<file path="src/rtl/encoder.sv">
// Manchester optical-link transmitter: sync symbol, FRAME_SIZE data symbols MSB first, stop symbol, then irq.
// Latency: led changes on the accepting edge; irq rises (FRAME_SIZE+2)*2*HALF_PERIOD cycles later.
// Backpressure: none; start is a level request, ignored mid-frame, and irq holds until start drops.
module encoder #(
  parameter int FRAME_SIZE  = 16,
  parameter int HALF_PERIOD = 2
) (
  input  logic                  clock,
  input  logic                  reset,
  input  logic [FRAME_SIZE-1:0] data,
  input  logic                  start,
  output logic                  led,
  output logic                  irq
);

  localparam int TC_W = (HALF_PERIOD > 1) ? $clog2(HALF_PERIOD) : 1;
  localparam int BC_W = (FRAME_SIZE > 1) ? $clog2(FRAME_SIZE) : 1;
  localparam logic [TC_W-1:0] TC_LAST = TC_W'(HALF_PERIOD - 1);
  localparam logic [BC_W-1:0] BC_LAST = BC_W'(FRAME_SIZE - 1);

  typedef enum logic [2:0] {
    S_IDLE,
    S_SYNC,
    S_DATA,
    S_STOP,
    S_DONE
  } state_t;

  state_t                  state_q, state_d;
  logic [TC_W-1:0]         tcnt_q, tcnt_d;   // cycle within a half-symbol
  logic                    phase_q, phase_d; // 0 = first half, 1 = second half
  logic [BC_W-1:0]         bcnt_q, bcnt_d;   // data symbol index
  logic [FRAME_SIZE-1:0]   shreg_q, shreg_d; // latched frame, MSB is the current bit
  logic                    led_q, led_d;
  logic                    irq_q, irq_d;

  logic                    half_end;
  logic [FRAME_SIZE-1:0]   shreg_next;

  assign half_end   = (tcnt_q == TC_LAST);
  assign shreg_next = shreg_q << 1;

  // Next-state logic: sequences the symbols and computes the registered led/irq values
  always_comb begin
    state_d = state_q;
    tcnt_d  = tcnt_q;
    phase_d = phase_q;
    bcnt_d  = bcnt_q;
    shreg_d = shreg_q;
    led_d   = led_q;
    irq_d   = irq_q;

    case (state_q)
      S_IDLE: begin
        led_d   = 1'b0;
        irq_d   = 1'b0;
        tcnt_d  = '0;
        phase_d = 1'b0;
        bcnt_d  = '0;
        if (start) begin
          shreg_d = data;
          led_d   = 1'b1;
          state_d = S_SYNC;
        end
      end

      S_SYNC: begin
        if (half_end) begin
          tcnt_d = '0;
          if (phase_q) begin
            // Sync done: present the first half of the MSB symbol
            phase_d = 1'b0;
            state_d = S_DATA;
            led_d   = shreg_q[FRAME_SIZE-1];
          end else begin
            phase_d = 1'b1;
          end
        end else begin
          tcnt_d = tcnt_q + TC_W'(1);
        end
      end

      S_DATA: begin
        if (half_end) begin
          tcnt_d = '0;
          if (!phase_q) begin
            // Mid-symbol transition: second half is the complement
            phase_d = 1'b1;
            led_d   = ~shreg_q[FRAME_SIZE-1];
          end else begin
            phase_d = 1'b0;
            if (bcnt_q == BC_LAST) begin
              bcnt_d  = '0;
              state_d = S_STOP;
              led_d   = 1'b0;
            end else begin
              bcnt_d  = bcnt_q + BC_W'(1);
              shreg_d = shreg_next;
              led_d   = shreg_next[FRAME_SIZE-1];
            end
          end
        end else begin
          tcnt_d = tcnt_q + TC_W'(1);
        end
      end

      S_STOP: begin
        led_d = 1'b0;
        if (half_end) begin
          tcnt_d = '0;
          if (phase_q) begin
            phase_d = 1'b0;
            state_d = S_DONE;
            irq_d   = 1'b1;
          end else begin
            phase_d = 1'b1;
          end
        end else begin
          tcnt_d = tcnt_q + TC_W'(1);
        end
      end

      S_DONE: begin
        led_d = 1'b0;
        // start low acknowledges the interrupt
        if (!start) begin
          irq_d   = 1'b0;
          state_d = S_IDLE;
        end
      end

      default: begin
        state_d = S_IDLE;
        led_d   = 1'b0;
        irq_d   = 1'b0;
      end
    endcase
  end

  // State register with synchronous reset; reset aborts any frame in flight
  always_ff @(posedge clock) begin
    if (reset) begin
      state_q <= S_IDLE;
      tcnt_q  <= '0;
      phase_q <= 1'b0;
      bcnt_q  <= '0;
      shreg_q <= '0;
      led_q   <= 1'b0;
      irq_q   <= 1'b0;
    end else begin
      state_q <= state_d;
      tcnt_q  <= tcnt_d;
      phase_q <= phase_d;
      bcnt_q  <= bcnt_d;
      shreg_q <= shreg_d;
      led_q   <= led_d;
      irq_q   <= irq_d;
    end
  end

  assign led = led_q;
  assign irq = irq_q;

endmodule

</file>
<file path="config.mk">
export PLATFORM = sky130hd
export DESIGN_NAME = encoder
export DESIGN_NICKNAME = d
export VERILOG_FILES = /design/src/rtl/encoder.sv
export SDC_FILE = /design/constraint.sdc
export NUM_CORES = 1
export LEC_CHECK = 0
export ABC_CLOCK_PERIOD_IN_PS = 2300
export CORE_UTILIZATION = 52
export CTS_CLUSTER_SIZE = 10
export DETAILED_ROUTE_END_ITERATION = 6
export PLACE_DENSITY_LB_ADDON = 0.1
export SKIP_LAST_GASP = 1
export SLEW_MARGIN = 10
export SYNTH_ARGS = -nofsm -noshare
export SYNTH_HDL_FRONTEND = slang
export SYNTH_SLANG_ARGS = --single-unit
</file>
<file path="constraint.sdc">
create_clock -name clock -period 2.3 [get_ports clock]
set_input_delay 0.46 -clock clock [delete_from_list [all_inputs] [get_ports clock]]
set_output_delay 0.46 -clock clock [all_outputs]
set_load 0.02 [all_outputs]
</file>
### Word level (Yosys, flattened, before mapping)

Index checks and enable logic that the tools add are counted.

| storage, ports and cells | value |
|---|---|
| bits in registers | 27 |
| input port bits | 19 |
| output and inout bits | 2 |
| logic and storage cells | 73 |

| operators by class | value |
|---|---|
| add/sub/neg operators | 2 |
| equality and inequality tests | 16 |
| multiplexer cells | 35 |
| bitwise gates (word level) | 2 |
| reduce and logical (&&, ||, !) cells | 11 |

Operators by type and width:

| cell | count |
|---|---|
| two-way mux 16 bit | 4 |
| case mux 16 bit (2 select lines) | 1 |
| two-way mux 3 bit | 9 |
| != test 2 bit, second input constant | 10 |
| case mux 3 bit (5 select lines) | 1 |
| two-way mux 1 bit | 12 |
| two-way mux 4 bit | 3 |
| AND reduction 9 bit | 1 |
| case mux 4 bit (2 select lines) | 1 |
| equality test 3 x 2 -> 1 bit, second input constant | 2 |
| case mux 1 bit (3 select lines) | 2 |
| AND reduction 3 bit | 2 |
| AND reduction 5 bit | 1 |
| adder 4 x 1 -> 4 bit, second input constant | 1 |
| equality test 4 bit, second input constant | 1 |
| case mux 1 bit (2 select lines) | 2 |
| AND reduction 4 bit | 1 |
| nonzero test 2 bit | 2 |
| equality test 3 x 1 -> 1 bit, second input constant | 1 |
| equality test 3 bit, second input constant | 1 |
| zero test 3 bit | 1 |
| OR reduction 3 bit | 1 |
| != test 2 x 1 -> 1 bit, second input constant | 1 |
| inverter 1 bit | 2 |
| 3 further kinds | 3 |

### Longest topological paths before layout

| logic depth | value |
|---|---|
| depth after elaboration | 5 |
| depth in mapped cells | 6 |
| gate-level depth less buffers | 5 |

### Worst setup path before layout

OpenSTA, ideal clock, no wires.

| timing | value |
|---|---|
| kind | register -> register |
| start point | register state_q[2] |
| end point | register bcnt_q[3] |
| arrival time | 1676 ps |
| required time | 2230 ps |
| path slack | 554 ps |
| cell stages (with the launch flop) | 6 |
| clock period less this slack | 1746 ps |
| cells stage by stage | dfxtp_1 -> or3b_1 -> buf_6 -> or3_1 -> or3_1 -> a21oi_1 |

| between the ends | value |
|---|---|
| word-level cells in the longest chain between the ends | 3 |

Ends and longest elaborated chain:

| element | RTL line | RTL |
|---|---|---|
| start: declaration | 29 | `state_t state_q, state_d;` |
| start signal: assignment | 151 | `state_q <= state_d;` |
| equality test 3 x 2 -> 1 bit or zero test 3 bit (tied branches) | 53 | `case (state_q)` |
| != test 2 bit (no source line) or nonzero test 2 bit (tied branches) | -- |  |
| AND reduction 3 bit (no source line) | -- |  |
| end signal: assignment | 154 | `bcnt_q <= bcnt_d;` |
| end: declaration | 32 | `logic [BC_W-1:0] bcnt_q, bcnt_d;` |

Several ways; a longest one is shown, not always the timed one.
A chain may end at the register's enable or synchronous reset.

### Final worst setup path

Ends and elaborated chain as after synthesis.

==> flow_summary.yaml <==
outcome:
  status: "completed"
min_path:
  hold_class: "register to register"
  hold_path_depth: 2
worst_setup_path:
  crit_top_cell: "or3_1"
  endpoint_kind: "register"
  cpPeakStageDelay_ns: 0.52
  critPathKind: "register to register"
  cp_slowest_cell: "or3b_1"
  start_kind: "register"
  required_ns: 2.57
  path_cells: "or3b_1, or3_1, or3_1, a21oi_1"
  crit_fanout: 8
  ff2ff_path_depth: 4
  worstPathArrival_ns: 2.16
route:
  dr.pass1.iters: 4
  wl_per_cell_um: 13.3
  drt-initial-drc-count: 34
  totalWireLength_mm: 2.95
  ant_nets: 0
  vias: 1294
  drc_errors: 0
  via_per_inst: 5.83
sta:
  finalSetupViolCount: 0
  timing_hold_violations_final: 0
  finalMaxSlewViolations: 0
  setup_slack_ns: 0.407
  clock.fmax_ghz: 0.528
  tns_ns: 0
  worst_pin_slew_ns: 0.500
  min_period_over_period_pct: 82.3
  slew_headroom_pct: 66.6
  finClkSkew_ns: 0.00730
  rsz0062_at_grt: "no"
  finalCriticalPeriod_ns: 1.89
clocking:
  cts_setup_buffers: 0
  numCtsBuffers: 3
  clkLatencyLatePin_ns: 0.32
  cts_tree: "done"
  cts_hold_buf: 0
  clkSinkCount: 27
  cts.clk_slew.worst_paths_ns: 0.15
  cts.repair.resized: 0
  cts.path.max_buffers: 2
  cts-root-buf: "clkbuf_4"
  htree_levels: 1
yosys:
  synth_area_mm2: 0.00135
  synth.largest_area_cell: "dfxtp_1"
  synth_edf_count: 0
  synth_warnings: 0
  ys_async_sr_fraction_pct: 0
  synth_top_area_share_pct: 40.1
  synthCells: 172
  ys.flop_type: "dfxtp_1"
  avgSynthCellArea_um2: 7.83
  ys_ff_latch: 27
  synthDistinctLibCells: 38
  synth_top_cells_by_count: "34 x nand2_1, 27 x dfxtp_1, 23 x nor2_1"
  syn_nets: 192
  synth.yosys.seq_area_share_pct: 40.1
  yosys-top-cells-area: "dfxtp_1 40%, a311oi_1 9.7%, nand2_1 9.5%"
  yosysMostFrequentCell: "nand2_1"
power:
  power.density_mw_per_mm2: 703
  power_uw: 1150
  p_leak_uw: 0.000619
  peakVddDrop_mv: 0.474
die:
  die-height_um: 52.9
  initial_core_util_pct: 54.9
  die_width_um: 52.9
  die_area_mm2: 0.00280
  rows: 18
  core_mm2: 0.00245
  num_io_pins: 21
placement:
  dp.cells: 218
  gp_congestion: 0.797
  port_buffers: 20
  dp_slack_ns: 0.117
  dp_hpwl_mm: 2.13
global_routing:
  grt_pass1_vias: 1099
  grt_max_degree: 31
  grt.overflow.total: 0
  grt_first_pass_wirelength_mm: 4.89
  antenna_found_initial: 0
  grt_use_total_pct: 23.0
finish:
  fin_util_pct: 66.7
  nNetsFinal: 213
  drive_above_1_share_pct: 8.85
  stdcell_count: 222
  diodes: 0
  area_growth_pct: 21.4
run:
  cap_viol_max_count: 0
-- stage by stage --
stage | instance area (µm²) | hold slack, ns
after global routing | 1640 | 0.485
after CTS | 1640 | 0.473
after detailed placement | 1610 | 0.453
after floorplan | 1350 | 0.448
final | 1640 | 0.466
after global placement | 1610 | 0.443
-- power breakdown --
group,total (µW),switching [µW],internal [µW]
Sequential,570,41.2,529
Combinational,366,197,169
Clock,215,149,66.3
-- path summary, 6_finish.rpt --
kind	from	slack (ns)	to
max	state_q[2]	0.41	bcnt_q[3]
min	irq	0.47	irq
max reg2reg	state_q[2]	0.41	bcnt_q[3]
min reg2reg	irq	0.47	irq
-- flip-flops by register name (all words and copies together), names as in the netlist --
signal,count
state_q,3
bcnt_q,4
led,1
half_end,1
phase_q,1
shreg_q,16
irq,1
-- cells by family (layout without fill, tap and decap cells) --
group / count (synthesis) / count (layout) / synth area share (%)
mux: 1 / 1 / 0.743
fa+ha+maj: 1 / 1 / 0.928
buf+inv: 17 / 37 / 5.48
flops: 27 / 27 / 40.1
compound gates: 41 / 41 / 23.4
simple gates: 85 / 85 / 29.3
-- layout make-up --
class                           instances  area, µm²
Fill cell                             222        818
Multi-Input combinational cell        128        733
Sequential cell                        27        541
Timing Repair Buffer                   29        280
Tap cell                               30       37.5
Clock buffer                            3       22.5
Inverter                                4       15.0
Clock inverter                          1       7.51
-- cells in the final DEF, fill, tap and decap left out, types with 2 or more instances in the layout --
cell / count
nand3_1: 8
buf_4: 8
a211oi_1: 2
nand4_1: 3
nor2_1: 23
a21boi_0: 2
and3_1: 2
nand2_1: 34
nand2b_1: 2
or3_1: 2
dfxtp_1: 27
clkbuf_4: 3
clkdlybuf4s50_1: 20
nor2b_1: 3
a21oi_1: 9
inv_1: 4
a311oi_1: 15
nor3_1: 2
o21ai_0: 3
-- worst max-delay path, delay by kind of cell (launching register included) --
family	cells	cell delay, ns
flip-flops	1	0.35
AO/OA/AOI/OAI	1	0.15
AND/OR/NAND/NOR	3	1.35
-- layer usage --
metal	vias up	part of all wire (%)	global-route usage (%)
li1	662	-	-
met1	608	51	32.3
met2	22	46	38.0
met3	2	2.9	2.59
met4	0	0.34	3.95
met5	-	0	0
No activity file was read; power rests on OpenSTA's default activity.
